### src/rtl/run_dump_pkg.sv
// run_dump_pkg: shared state encoding and sizing helpers for the run/dump controller
package run_dump_pkg;
  typedef enum logic [2:0] {IDLE, PRE_DUMP, RESET_HOLD, RUN, DRAIN, POST_DUMP, DONE} state_t;
  localparam int DATA_WIDTH_DEF = 32;
  localparam int BYTES_PER_WORD = DATA_WIDTH_DEF / 8;
  function automatic int step_bytes(input int dw);
    return dw / 8;
  endfunction
  // index ports stay at least one bit wide even for an empty window
  function automatic int idx_width(input int n);
    return n < 1 ? 1 : $clog2(n + 1);
  endfunction
endpackage

### src/rtl/dump_sequencer.sv
// dump_sequencer: walks the dump window word by word over a req/ack read handshake
module dump_sequencer
  import run_dump_pkg::*;
#(
  parameter int DATA_WIDTH = DATA_WIDTH_DEF,
  parameter int ADDR_WIDTH = 32,
  parameter logic [ADDR_WIDTH-1:0] DUMP_BASE = 'd8192,
  parameter int DUMP_WORDS = 11,
  localparam int IW = idx_width(DUMP_WORDS)
) (
  input  logic                  i_clock,
  input  logic                  i_reset,
  input  logic                  i_go,
  input  logic                  i_phase,
  input  logic                  i_ack,
  input  logic [DATA_WIDTH-1:0] i_data,
  output logic                  o_req,
  output logic [ADDR_WIDTH-1:0] o_addr,
  output logic                  o_word_valid,
  output logic [DATA_WIDTH-1:0] o_word,
  output logic [IW-1:0]         o_index,
  output logic                  o_phase,
  output logic                  o_finished
);
  logic                  r_req, r_valid, r_phase, r_fin;
  logic [ADDR_WIDTH-1:0] r_addr;
  logic [IW-1:0]         r_idx, r_out_idx;
  logic [DATA_WIDTH-1:0] r_word;
  logic                  w_take, w_last;
  assign w_take = r_req && i_ack;
  assign w_last = r_idx == IW'(DUMP_WORDS - 1);
  always_ff @(posedge i_clock) begin
    if (i_reset) begin
      r_req     <= 1'b0;
      r_addr    <= DUMP_BASE;
      r_idx     <= '0;
      r_out_idx <= '0;
      r_word    <= '0;
      r_valid   <= 1'b0;
      r_phase   <= 1'b0;
      r_fin     <= 1'b0;
    end else begin
      r_valid <= w_take;
      r_fin   <= i_go ? (DUMP_WORDS == 0) : (w_take && w_last);
      if (i_go) begin
        r_req   <= DUMP_WORDS != 0;
        r_addr  <= DUMP_BASE;
        r_idx   <= '0;
        r_phase <= i_phase;
      end else if (w_take) begin
        r_word    <= i_data;
        r_out_idx <= r_idx;
        r_idx     <= r_idx + 1'b1;
        r_addr    <= r_addr + ADDR_WIDTH'(step_bytes(DATA_WIDTH));
        r_req     <= !w_last;
      end
    end
  end
  assign o_req        = r_req;
  assign o_addr       = r_addr;
  assign o_word_valid = r_valid;
  assign o_word       = r_word;
  assign o_index      = r_out_idx;
  assign o_phase      = r_phase;
  assign o_finished   = r_fin;
endmodule

### src/rtl/run_dump_controller.sv
// run_dump_controller: holds/releases processor reset, times the run, and dumps memory before/after
module run_dump_controller
  import run_dump_pkg::*;
#(
  parameter int DATA_WIDTH = DATA_WIDTH_DEF,
  parameter int ADDR_WIDTH = 32,
  parameter int RESET_CYCLES = 1,
  parameter logic [ADDR_WIDTH-1:0] DUMP_BASE = 'd8192,
  parameter int DUMP_WORDS = 11,
  parameter bit DUMP_INITIAL = 1'b1,
  parameter int DRAIN_CYCLES = 4,
  parameter bit HALT_EN = 1'b1,
  parameter logic [DATA_WIDTH-1:0] HALT_INSTR = '0,
  parameter int unsigned TIMEOUT = 100000,
  localparam int IW = idx_width(DUMP_WORDS)
) (
  input  logic                  i_clock,
  input  logic                  i_reset,
  input  logic                  i_start,
  input  logic [DATA_WIDTH-1:0] i_instr,
  input  logic                  i_instr_valid,
  output logic                  o_proc_reset,
  output logic                  o_dump_req,
  output logic [ADDR_WIDTH-1:0] o_dump_addr,
  input  logic                  i_dump_ack,
  input  logic [DATA_WIDTH-1:0] i_dump_data,
  output logic                  o_dump_word_valid,
  output logic [DATA_WIDTH-1:0] o_dump_word,
  output logic [IW-1:0]         o_dump_index,
  output logic                  o_dump_phase,
  output logic [31:0]           o_cycle_count,
  output logic                  o_busy,
  output logic                  o_done,
  output logic                  o_timed_out
);
  localparam int RH = RESET_CYCLES < 1 ? 1 : RESET_CYCLES;
  localparam state_t FIRST = (DUMP_WORDS > 0 && DUMP_INITIAL) ? PRE_DUMP : RESET_HOLD;
  localparam state_t POST = DUMP_WORDS > 0 ? POST_DUMP : DONE;
  localparam state_t END_RUN = DRAIN_CYCLES > 0 ? DRAIN : POST;
  state_t      r_state, w_next;
  logic [31:0] r_cnt, r_cycles;
  logic        r_timed_out;
  logic        w_idle, w_halt, w_timeout, w_go, w_fin;
  assign w_idle    = r_state == IDLE || r_state == DONE;
  assign w_halt    = !i_instr_valid || (HALT_EN && i_instr == HALT_INSTR);
  assign w_timeout = TIMEOUT != 0 && r_cycles == 32'(TIMEOUT - 1);
  assign w_go      = w_next != r_state && (w_next == PRE_DUMP || w_next == POST_DUMP);
  always_ff @(posedge i_clock) begin
    if (i_reset) r_state <= IDLE;
    else r_state <= w_next;
  end
  always_comb begin
    w_next = r_state;
    case (r_state)
      IDLE, DONE: w_next = i_start ? FIRST : r_state;
      PRE_DUMP:   w_next = w_fin ? RESET_HOLD : PRE_DUMP;
      RESET_HOLD: w_next = r_cnt == 32'(RH - 1) ? RUN : RESET_HOLD;
      RUN:        w_next = (w_halt || w_timeout) ? END_RUN : RUN;
      DRAIN:      w_next = r_cnt == 32'(DRAIN_CYCLES - 1) ? POST : DRAIN;
      POST_DUMP:  w_next = w_fin ? DONE : POST_DUMP;
      default:    w_next = IDLE;
    endcase
  end
  always_comb begin
    o_proc_reset = !(r_state == RUN || r_state == DRAIN);
    o_busy       = !w_idle;
    o_done       = r_state == DONE;
  end
  // r_cnt restarts on every state change so hold and drain share it
  always_ff @(posedge i_clock) begin
    if (i_reset) begin
      r_cnt       <= '0;
      r_cycles    <= '0;
      r_timed_out <= 1'b0;
    end else begin
      r_cnt <= w_next != r_state ? '0 : r_cnt + 1;
      if (w_idle && i_start) begin
        r_cycles    <= '0;
        r_timed_out <= 1'b0;
      end else if (r_state == RUN) begin
        r_cycles    <= r_cycles + 32'(r_cycles != '1);
        r_timed_out <= w_timeout && !w_halt;
      end
    end
  end
  assign o_cycle_count = r_cycles;
  assign o_timed_out   = r_timed_out;
  dump_sequencer #(
    .DATA_WIDTH(DATA_WIDTH),
    .ADDR_WIDTH(ADDR_WIDTH),
    .DUMP_BASE (DUMP_BASE),
    .DUMP_WORDS(DUMP_WORDS)
  ) u_seq (
    .i_clock     (i_clock),
    .i_reset     (i_reset),
    .i_go        (w_go),
    .i_phase     (w_next == POST_DUMP),
    .i_ack       (i_dump_ack),
    .i_data      (i_dump_data),
    .o_req       (o_dump_req),
    .o_addr      (o_dump_addr),
    .o_word_valid(o_dump_word_valid),
    .o_word      (o_dump_word),
    .o_index     (o_dump_index),
    .o_phase     (o_dump_phase),
    .o_finished  (w_fin)
  );
endmodule
### config.mk
export PLATFORM = sky130hd
export DESIGN_NAME = run_dump_controller
export DESIGN_NICKNAME = d
export VERILOG_FILES = /design/src/rtl/run_dump_pkg.sv /design/src/rtl/dump_sequencer.sv /design/src/rtl/run_dump_controller.sv
export SDC_FILE = /design/constraint.sdc
export NUM_CORES = 1
export LEC_CHECK = 0
export ABC_AREA = 1
export CORE_ASPECT_RATIO = 1.4
export CORE_MARGIN = 2
export CORE_UTILIZATION = 50
export CTS_CLUSTER_SIZE = 30
export DETAILED_ROUTE_END_ITERATION = 8
export HOLD_SLACK_MARGIN = 0.06
export PLACE_DENSITY = 0.78
export SYNTH_ARGS = -nofsm -noshare
export SYNTH_HDL_FRONTEND = slang
export SYNTH_SLANG_ARGS = --single-unit
### constraint.sdc
create_clock -name i_clock -period 2.5 [get_ports i_clock]
set_clock_uncertainty 0.1 [all_clocks]
set_input_delay 0.25 -clock i_clock [delete_from_list [all_inputs] [get_ports i_clock]]
set_output_delay 0.25 -clock i_clock [all_outputs]
set_load 0.02 [all_outputs]
==> results of run 1 <==
-- area by class of cell --
cell class                 instances  area [sq um]
fill                            1117          3800
sequential                       142          2850
inverter                         124           468
clock buffer                      18           429
clock inverter                    13           189
tap                              185           231
multi-input combinational        724          3720
timing repair buffer             218          2160
-- flip-flops by register name (all words and copies together), names as in the netlist --
name / flops
o_cycle_count: 32
r_state: 3
r_cnt: 32
u_seq.o_addr: 30
u_seq.o_phase: 1
u_seq.o_req: 1
o_timed_out: 1
u_seq.o_index: 4
u_seq.o_word: 32
u_seq.r_idx: 4
u_seq.o_word_valid: 1
u_seq.o_finished: 1
-- synthesized netlist by cell type, types with 2 or more instances --
master / number
nor2_4: 2
nand4_2: 2
or2_2: 8
nor2_2: 5
nor2_1: 208
ha_1: 7
buf_2: 11
o21ai_0: 13
or2_1: 2
nand3_1: 70
nand3_2: 5
inv_1: 111
buf_6: 4
buf_4: 4
a21oi_1: 73
dfxtp_1: 142
nor3_1: 25
nand2_2: 6
and2_1: 2
clkbuf_1: 4
inv_2: 12
or2_0: 2
nor4_1: 4
buf_1: 7
nor3_2: 4
nand4_1: 33
xnor2_1: 16
nand2_1: 183
xor2_1: 42
-- kinds of logic after synthesis --
group                      synth area share
AOI/OAI and AO/OA                    0.0647
adders and majority gates            0.0124
buffers and inverters                0.0903
and+or+nand+nor                       0.359
xor gates and xnor gates             0.0718
DFF                                   0.402
other                              0.000530
-- power groups by stage --
stage / registers [mW] / clock network (mW) / logic (mW)
6_report: 2.35 / 2.66 / 0.610
5_1_grt: 2.35 / 2.78 / 0.665
4_1_cts: 2.35 / 2.69 / 0.614
3_5_place_dp: 2.40 / 0 / 0.611
3_3_place_gp: 2.40 / 0 / 0.604
2_1_floorplan: 2.45 / 0 / 0.271
-- worst max-delay path by stage --
stage | start | end | slack [ps] | cells after the start
after global placement | o_cycle_count[8]$_SDFFE_PP0N_ | o_cycle_count[28]$_SDFFE_PP0N_ | 90 | 17
final | o_cycle_count[9]$_SDFFE_PP0N_ | o_cycle_count[28]$_SDFFE_PP0N_ | 50 | 17
after floorplan | o_cycle_count[8]$_SDFFE_PP0N_ | o_cycle_count[26]$_SDFFE_PP0N_ | 6 | 17
after global routing | o_cycle_count[10]$_SDFFE_PP0N_ | o_cycle_count[28]$_SDFFE_PP0N_ | -130 | 17
after detailed placement | o_cycle_count[8]$_SDFFE_PP0N_ | o_cycle_count[28]$_SDFFE_PP0N_ | 40 | 17
after CTS | o_cycle_count[18]$_SDFFE_PP0N_ | o_cycle_count[28]$_SDFFE_PP0N_ | 8 | 16
-- routing by layer --
metal,wire length [um],vias to the layer above,track usage
met2,9460,258,0.439
met4,608,0,0.111
met5,0,-,0
li1,-,3642,-
met3,1350,49,0.0658
met1,7280,3214,0.256
-- through the flow --
stage	util	setup TNS (ps)	area [sq um]	hold slack (ps)
after floorplan	-	0	7090	219
final	0.725	0	10000	359
after CTS	0.713	0	9880	347
after global placement	0.668	0	9250	351
after detailed placement	0.668	0	9250	354
after global routing	0.725	-451	10000	380
-- worst reg2reg max path, delay by kind of cell (launching register included) --
kind | cells | cell delay (ps)
flip-flops | 1 | 330
AND/OR/NAND/NOR | 12 | 1230
adder cells (fa/ha/maj) | 2 | 390
buffers and inverters | 2 | 120
XOR/XNOR | 1 | 150
-- timing repair --
| item | CTS | global route |
|---|---|---|
| pin swaps | 0 | 17 |
| buffers inserted | 0 | 9 |
| hold buffers | 0 | 0 |
| endpoints found under the setup margin | 1 | 15 |
| gates resized for setup | 1 | 30 |
==> impl_results.md, run 1 <==
- Status: completed
- Max Freq: 408 MHz
- Reg2reg setup slack: roughly 46 ps
- Area leader, netlist: dfxtp_1
- DR DRC count: 0
- Gr ovfl total: 0
- Main flop type after synthesis: dfxtp_1
- Post-synthesis sequential area ratio: 0.402
- Crit path DAT: 2640 ps
- Worst-path maximum fanout: 3
- Vias per cell: 5.03
- Most frequent cells in the layout: nor2_1 (202), nand2_1 (178), clkdlybuf4s50_1 (173)
- Startpoint Class: flip-flop
- CP max stage delay: ~330 ps
- Synth top area share: 0.402
- Tcrit/Tclk final: 0.982
- Tot Pwr: 5.62 mW
- Area growth from synthesis to layout: 41.9%
- Post-synthesis cell area: approximately 7100 sq um
- CP required: 2690 ps
- Antenna viol nets, final: 0
- Layout cells sized above 1: 0.121
- CTS sink count: 142
- DR iter-0 viols: 256
- Clock power frac: 0.473
- Slew @ Worst Pin: 541 ps
- Die X: approximately 100 um
- Starting Density: 0.511
- CTS tree: built
- Reg power frac: 0.418
- Gr usage total: 0.239
- Clock Path Buffers: 2
- Post-synth EDFFs: 0
- CTS H-tree depth: 4
- Buf/Inv on CP: 2
- Drt pass-1 iters: 5
- Logic gate share of total power: 0.109
- Worst hold stages: 5
- RR Endpoint: o_cycle_count[28]$_SDFFE_PP0N_
- Worst r2r path cells: 17
- Most used cell, CP: nand2_2
- Worst hold start: i_dump_data[12]
- Sw frac: 0.238
- Commonest non-fill, non-tap cell in the layout: nor2_1
- RSZ-0062 raised after global routing: yes
- Final min period: 2450 ps
- Placed Cells: roughly 1,400
- Vias post-DR: 7,163
- Worst r2r src: o_cycle_count[9]$_SDFFE_PP0N_
- Vias in the first global route: 6,737
- Initial antenna violation count: 0
- #FFs+latches synth: 142
- DRT Wirelength: 18.7 mm
- First-pass GRT wire length: ~30 mm
- Asr flop ratio synth: 0
- Final worst-path setup slack: 46.2 ps
- Max-slew violations: 0
- Core Rows: 51
- Synth area leaders: dfxtp_1 (40%), nor2_1 (11%), nand2_1 (9.7%)
- Final setup viols: 0
- VDD IR max: 0.446 mV
- Synthesis Warnings: 0
- Post-DP HPWL: between 10 and 15 mm
- Max-slew headroom: 0.639
- Largest net degree at the start of global routing: 39
- Ports: 176
- LEAKAGE: 3.78 nW
- Placement Setup Slack: 35.6 ps
- Top delay family on crit path: simple AND/OR/NAND/NOR gates
- Core Region: 13,800 sq um
- Antenna Cells: 0
- Die Area: 15,100 sq um
- Average cell area after synthesis: 6.95 sq um
- Root buf cell: clkbuf_16
- Global placement routability congestion: 0.877
- Crit end category: flip-flop
- Int Power: ~4.3 mW
- Min-Delay Path Class: input pin to flip-flop
- Netlist cell types: 41
- MaxCap Viol Count: 0
- Cells after synthesis: around 1,000
- Setup CP Type: flip-flop to flip-flop
- Power per standard cell area: between 500 and 600 nW/um^2
- Hold endpoint: u_seq.o_word[12]$_SDFFE_PP0P_
- Worst skew pair latency: around 420 ps
- Net load switching power: 1.34 mW
- CTS buffer count: 17
- I/O Buffers: around 170
- Register clock-pin slew on the reported worst setup and hold paths: about 60 ps
- Critical Path, Cell by Cell: nand2_2, nor3_4, nand2_2, nor4_2, nand4_1, ha_2, ha_4, inv_2, nor2_2, nand2_2, inv_2, nand3_4, nor2_4, nand4_1, nor2_1, xor2_1, nor2_1
- Non-filler cells in the finished layout: 1,424
- Fin. Hold Viols: 0
- Fin nets: 1,303
- Die extent in y: 145 um
- Slowest CP cell: dfxtp_2
- Wirelength per Cell: 13.1 um
Note: power is estimated with default switching activity, not from simulation.
==> run 2, diff against run 1 <==
--- a/config.mk
+++ b/config.mk
@@ -6,13 +6,16 @@
 export NUM_CORES = 1
 export LEC_CHECK = 0
 export ABC_AREA = 1
+export CELL_PAD_IN_SITES_DETAIL_PLACEMENT = 2
+export CELL_PAD_IN_SITES_GLOBAL_PLACEMENT = 2
 export CORE_ASPECT_RATIO = 1.4
 export CORE_MARGIN = 2
-export CORE_UTILIZATION = 50
+export CORE_UTILIZATION = 27
 export CTS_CLUSTER_SIZE = 30
 export DETAILED_ROUTE_END_ITERATION = 8
 export HOLD_SLACK_MARGIN = 0.06
 export PLACE_DENSITY = 0.78
+export SETUP_SLACK_MARGIN = 0.1
 export SYNTH_ARGS = -nofsm -noshare
 export SYNTH_HDL_FRONTEND = slang
 export SYNTH_SLANG_ARGS = --single-unit
==> run 2 against run 1 <==
  * The flow now finishes with violations (setup timing)
  * Routed wire length grew 42%
  * Combinational power up 8.7%
  * Clock power shrank 9.0%
  * Cell area up 4.0%
  * Power shrank 3.3%
  * Hold slack got worse by 1.6 ps
  * Critical path depth fell by 1
  * First-iteration DRC count down 35%
  * Critical endpoint is now o_cycle_count[8]$_SDFFE_PP0N_
  * Largest cell class unchanged
  * Largest power group unchanged
  * Highest routed layer unchanged
==> impl_results.md, run 2 (synthesized netlist as in run 1, its figures left out) <==
- Status: finished, violations left
- Failing checks: setup timing
- M1 wire length: roughly 10 mm
- Max Freq: 371 MHz
- CTS sink count: around 140
- Critical Path, Cell by Cell: nand2_2, nor3_4, nand2_2, nor4_2, nand4_1, ha_2, ha_4, inv_2, nor2_2, nand2_2, inv_2, buf_4, buf_4, nand2_4, o21ai_2, a21oi_2
- Most frequent cells in the layout: nor2_1 (197), nand2_1 (175), clkdlybuf4s50_1 (172)
- LEAKAGE: 3.94 nW
- Final setup viols: 10
- CP required: 2750 ps
- Wirelength per Cell: 16.6 um
- DR DRC count: 0
- Core Rows: 70
- Register clock-pin slew on the reported worst setup and hold paths: about 60 ps
- Slowest CP cell: dfxtp_2
- First-pass GRT wire length: 40.9 mm
- Vias post-DR: 7,562
- RSZ-0062 raised after global routing: yes
- Ports: about 180
- Layout cells sized above 1: 0.154
- Die X: 141 um
- Antenna viol nets, final: 0
- Hold buffers post-CTS: 0
- Power per standard cell area: 520 nW/um^2
- Global placement routability congestion: 0.840
- Storage element area: 2860 sq um
- Buf/Inv on CP: 4
- Clock Path Buffers: 2
- Starting Density: 0.273
- CTS tree: built
- Max-slew headroom: 0.471
- Root buf cell: clkbuf_16
- Commonest non-fill, non-tap cell in the layout: nor2_1
- Antenna Cells: 0
- DRT Wirelength: 26.5 mm
- CTS H-tree depth: 4
- CP max stage delay: about 340 ps
- Most used cell, CP: nand2_2
- Drt pass-1 iters: 4
- Fillers: 3,034
- I/O Buffers: around 170
- Max-slew violations: 0
- Worst-path maximum fanout: 4
- MaxCap Viol Count: 0
- Top layer in use: met4
- CTS buffer count: 17
- Placement Setup Slack: -105 ps
- Die extent in y: 196 um
- Min-Delay Path Class: input pin to flip-flop
- Met3 wire len: ~1.3 mm
- Gr ovfl total: 0
- Post-DP HPWL: 18.6 mm
- Top delay family on crit path: simple AND/OR/NAND/NOR gates
- Fin. Hold Viols: 0
- Worst skew pair latency: 430 ps
- DR iter-0 viols: 166
- Crit end category: flip-flop
- Fin nets: 1,332
- Hold Worst Slack: approximately 360 ps
- Startpoint Class: flip-flop
- Die Area: 27,500 sq um
- Area growth from synthesis to layout: 47.6%
- Area of the multi-input gates: 3780 sq um
- Vias per cell: 4.75
- Initial antenna violation count: 0
- VDD IR max: 0.508 mV
- Core Region: 25,900 sq um
- Largest net degree at the start of global routing: 75
- Crit path DAT: 2950 ps
- Vias in the first global route: around 8,200
- Setup CP Type: flip-flop to flip-flop
- Tcrit/Tclk final: 1.08
- DR WL met2: 14.6 mm
- Final worst-path setup slack: -199 ps
- Slew @ Worst Pin: 790 ps
- Final min period: approximately 2700 ps
- Gr usage total: 0.183
-- run 2: repair_timing --
| item | in CTS | in global routing |
|---|---|---|
| hold endpoints to repair | 0 | 0 |
| endpoints found under the setup margin | 16 | 107 |
| gates resized for setup | 19 | 31 |
| buffers inserted | 3 | 13 |
| cloned | 0 | 3 |
| pin swaps | 7 | 20 |
-- run 2: worst paths after layout --
path	startpoint	end	slack (ps)	cells past startpoint
max	o_cycle_count[10]$_SDFFE_PP0N_	o_cycle_count[8]$_SDFFE_PP0N_	-200	16
min	i_dump_data[17]	u_seq.o_word[17]$_SDFFE_PP0P_	360	5
max reg2reg	o_cycle_count[10]$_SDFFE_PP0N_	o_cycle_count[8]$_SDFFE_PP0N_	-200	16
min reg2reg	o_timed_out$_SDFFE_PP0N_	o_timed_out$_SDFFE_PP0N_	370	2
-- run 2: routing by layer --
metal | track usage | vias up
met5 | 0 | -
met4 | 0.0519 | 0
met3 | 0.0461 | 29
met2 | 0.360 | 144
met1 | 0.189 | 3698
li1 | - | 3691
-- run 2: layout make-up --
cell class | instances | area share
Clock buffer | 25 | 0.0455
Clock inverter | 7 | 0.00599
Inverter | 124 | 0.0448
Multi-Input combinational cell | 724 | 0.362
Sequential cell | 142 | 0.274
Tap cell | 324 | 0.0388
Timing Repair Buffer | 247 | 0.229
-- run 2: stage by stage --
step | power (mW) | setup TNS (ps) | instances | cell area [sq um] | utilization
5_1_grt | 5.66 | -3620 | 1593 | 10400 | 0.403
4_1_cts | 5.45 | 0 | 1577 | 10100 | 0.392
3_3_place_gp | 3.00 | 0 | 1542 | 9510 | 0.367
3_5_place_dp | 3.01 | -332 | 1542 | 9510 | 0.367
2_1_floorplan | 2.72 | 0 | 1020 | 7100 | -
6_report | 5.43 | -954 | 1593 | 10400 | 0.403
-- run 2: worst register-to-register path, cell delays in order, from the launching register on --
cell and delay, ps:
dfxtp_2 340, nand2_2 80, nor3_4 260, nand2_2 100, nor4_2 250, nand4_1 150, ha_2 240, ha_4 170
inv_2 70, nor2_2 40, nand2_2 110, inv_2 80, buf_4 140, buf_4 140, nand2_4 70, o21ai_2 90
a21oi_2 190
-- run 2: power breakdown --
group	switching [mW]	total (mW)	internal (mW)	leakage [nW]
logic	0.352	0.663	0.312	2.52
registers	0.0350	2.35	2.32	1.15
clock network	1.00	2.42	1.41	0.265
==> run 3, diff against run 2 <==
--- a/config.mk
+++ b/config.mk
@@ -11,10 +11,12 @@
 export CORE_ASPECT_RATIO = 1.4
 export CORE_MARGIN = 2
 export CORE_UTILIZATION = 27
-export CTS_CLUSTER_SIZE = 30
+export CTS_CLUSTER_DIAMETER = 30
+export CTS_CLUSTER_SIZE = 24
 export DETAILED_ROUTE_END_ITERATION = 8
 export HOLD_SLACK_MARGIN = 0.06
 export PLACE_DENSITY = 0.78
+export RECOVER_POWER = 50
 export SETUP_SLACK_MARGIN = 0.1
 export SYNTH_ARGS = -nofsm -noshare
 export SYNTH_HDL_FRONTEND = slang
==> run 3 against run 2 <==
  * The run still ends with setup timing left
  * Critical endpoint unchanged
  * Highest routed layer unchanged
  * Clock power is essentially flat
  * Power fell by 0.42%
  * Sequential power barely moved
  * Worst setup slack better by 1.2 ps
  * Largest power group unchanged
==> impl_results.md, run 3 (synthesized netlist as in run 1, its figures left out) <==
- Placed Cells: 1,542
- DR iter-0 viols: 161
- Tot Pwr: between 5 and 6 mW
- First-pass GRT wire length: 40.9 mm
- Core Region: 25,900 sq um
- Fin nets: 1,332
- Sw frac: 0.256
- DRT Wirelength: 26.4 mm
- CTS sink count: between 100 and 150
- Crit path DAT: 2940 ps
- Die Area: roughly 28,000 sq um
- Drt pass-1 iters: 4
- CTS tree: built
- Clock Path Buffers: 2
- MaxCap Viol Count: 0
- Logic gate share of total power: 0.119
- Net load switching power: approximately 1.4 mW
- Ports: between 150 and 200
- Slew @ Worst Pin: 788 ps
- Most frequent cells in the layout: nor2_1 (198), nand2_1 (177), dfxtp_1 (130)
- Non-filler cells in the finished layout: roughly 1,600
- CTS H-tree depth: 4
- Core Rows: 70
- Crit end category: flip-flop
- Fin. Hold Viols: 0
- Max-slew headroom: 0.473
- Hold buffers post-CTS: 0
- Layout cells sized above 1: 0.151
- DR DRC count: 0
- Max Freq: 371 MHz
- Vias per cell: 4.75
- Worst skew pair latency: 430 ps
- Setup CP Type: flip-flop to flip-flop
- Initial antenna violation count: 0
- Max-slew violations: 0
- Vias in the first global route: 8,159
- Register clock-pin slew on the reported worst setup and hold paths: 60 ps
- Slowest CP cell: dfxtp_2
- Status: finished, violations left
- Starting Density: 0.273
- Gr usage total: 0.183
- I/O Buffers: 173
- CP required: about 2800 ps
- Antenna Cells: 0
- Int Power: roughly 4.0 mW
- Fin util: 0.402
- Area growth from synthesis to layout: 47.4%
- Wirelength per Cell: approximately 17 um
- Gr ovfl total: 0
- Root buf cell: clkbuf_16
- Global placement routability congestion: 0.840
- Clock power frac: 0.446
- Die X: 141 um
- Largest net degree at the start of global routing: between 70 and 80
- Failing checks: setup timing
- Worst-path maximum fanout: 4
- Tcrit/Tclk final: 1.08
- RSZ-0062 raised after global routing: yes
- VDD IR max: 0.506 mV
- Power per standard cell area: between 500 and 600 nW/um^2
- Vias post-DR: 7,559
- LEAKAGE: 4.24 nW
- Final setup viols: 10
- Reg power frac: 0.434
- Min-Delay Path Class: input pin to flip-flop
- Hold Worst Slack: around 360 ps
- Final worst-path setup slack: -198 ps
- Most used cell, CP: nand2_2
- Placement Setup Slack: -105 ps
- CTS buffer count: 17
- Startpoint Class: flip-flop
- Commonest non-fill, non-tap cell in the layout: nor2_1
- Antenna viol nets, final: 0
- Final min period: 2700 ps
- Post-DP Area: ~9500 sq um
- Die extent in y: around 200 um
- Design area: between 10,000 and 15,000 sq um
- Critical Path, Cell by Cell: nand2_2, nor3_4, nand2_2, nor4_2, nand4_1, ha_2, ha_4, inv_2, nor2_2, nand2_2, inv_2, buf_4, buf_4, nand2_4, o21ai_2, a21oi_2
- CP max stage delay: approximately 340 ps
- Setup tns final: -940 ps
- Post-DP HPWL: 18.6 mm
-- run 3: cell count changes in the layout (fill, tap and decap cells not counted) --
cell	before	now
clkdlybuf4s50_1	172	80
clkbuf_1	6	7
dlygate4sd3_1	0	92
nand2_2	13	11
buf_4	67	66
nor2_2	13	12
nand2_1	175	177
nor2_1	197	198
-- run 3: what timing repair did --
item	CTS	global route
buffers inserted	3	13
gates cloned	0	3
gates resized for setup	19	31
setup endpoints to repair	16	107
pin swaps	7	20
-- run 3: path summary, 6_finish.rpt --
path	startpoint	to	slack, ps	cells past startpoint
worst min-delay path	i_dump_data[17]	u_seq.o_word[17]$_SDFFE_PP0P_	360	5
worst max register to register	o_cycle_count[10]$_SDFFE_PP0N_	o_cycle_count[8]$_SDFFE_PP0N_	-200	16
worst min register to register	o_timed_out$_SDFFE_PP0N_	o_timed_out$_SDFFE_PP0N_	370	2
worst max-delay path	o_cycle_count[10]$_SDFFE_PP0N_	o_cycle_count[8]$_SDFFE_PP0N_	-200	16
-- run 3: worst max-delay path, delay by kind of cell (launching register included) --
kind | cells | cell delay, ps
AND/OR/NAND/NOR | 8 | 1050
buffers and inverters | 4 | 430
adder cells (fa/ha/maj) | 2 | 410
flip-flops | 1 | 340
AO/OA/AOI/OAI | 2 | 280
-- run 3: metal layers --
layer,track usage,share of wire,vias to the layer above
met5,0,0,-
met4,0.0519,0.014,0
met3,0.0461,0.049,26
met2,0.360,0.55,147
met1,0.189,0.39,3696
li1,-,-,3690
-- run 3: power groups by stage --
| stage | logic, mW | clock network, mW | registers [mW] |
|---|---|---|---|
| after floorplan | 0.271 | 0 | 2.45 |
| after global placement | 0.599 | 0 | 2.40 |
| after detailed placement | 0.611 | 0 | 2.40 |
| after CTS | 0.614 | 2.49 | 2.35 |
| after global routing | 0.711 | 2.57 | 2.36 |
| final | 0.646 | 2.41 | 2.35 |
-- run 3: cell type report --
type | count | area [sq um]
clock inverter | 7 | 62.6
inverter | 124 | 468
sequential | 142 | 2860
timing repair buffer | 247 | 2390
fill | 3036 | 15500
tap | 324 | 405
clock buffer | 25 | 475
multi-input combinational | 724 | 3780
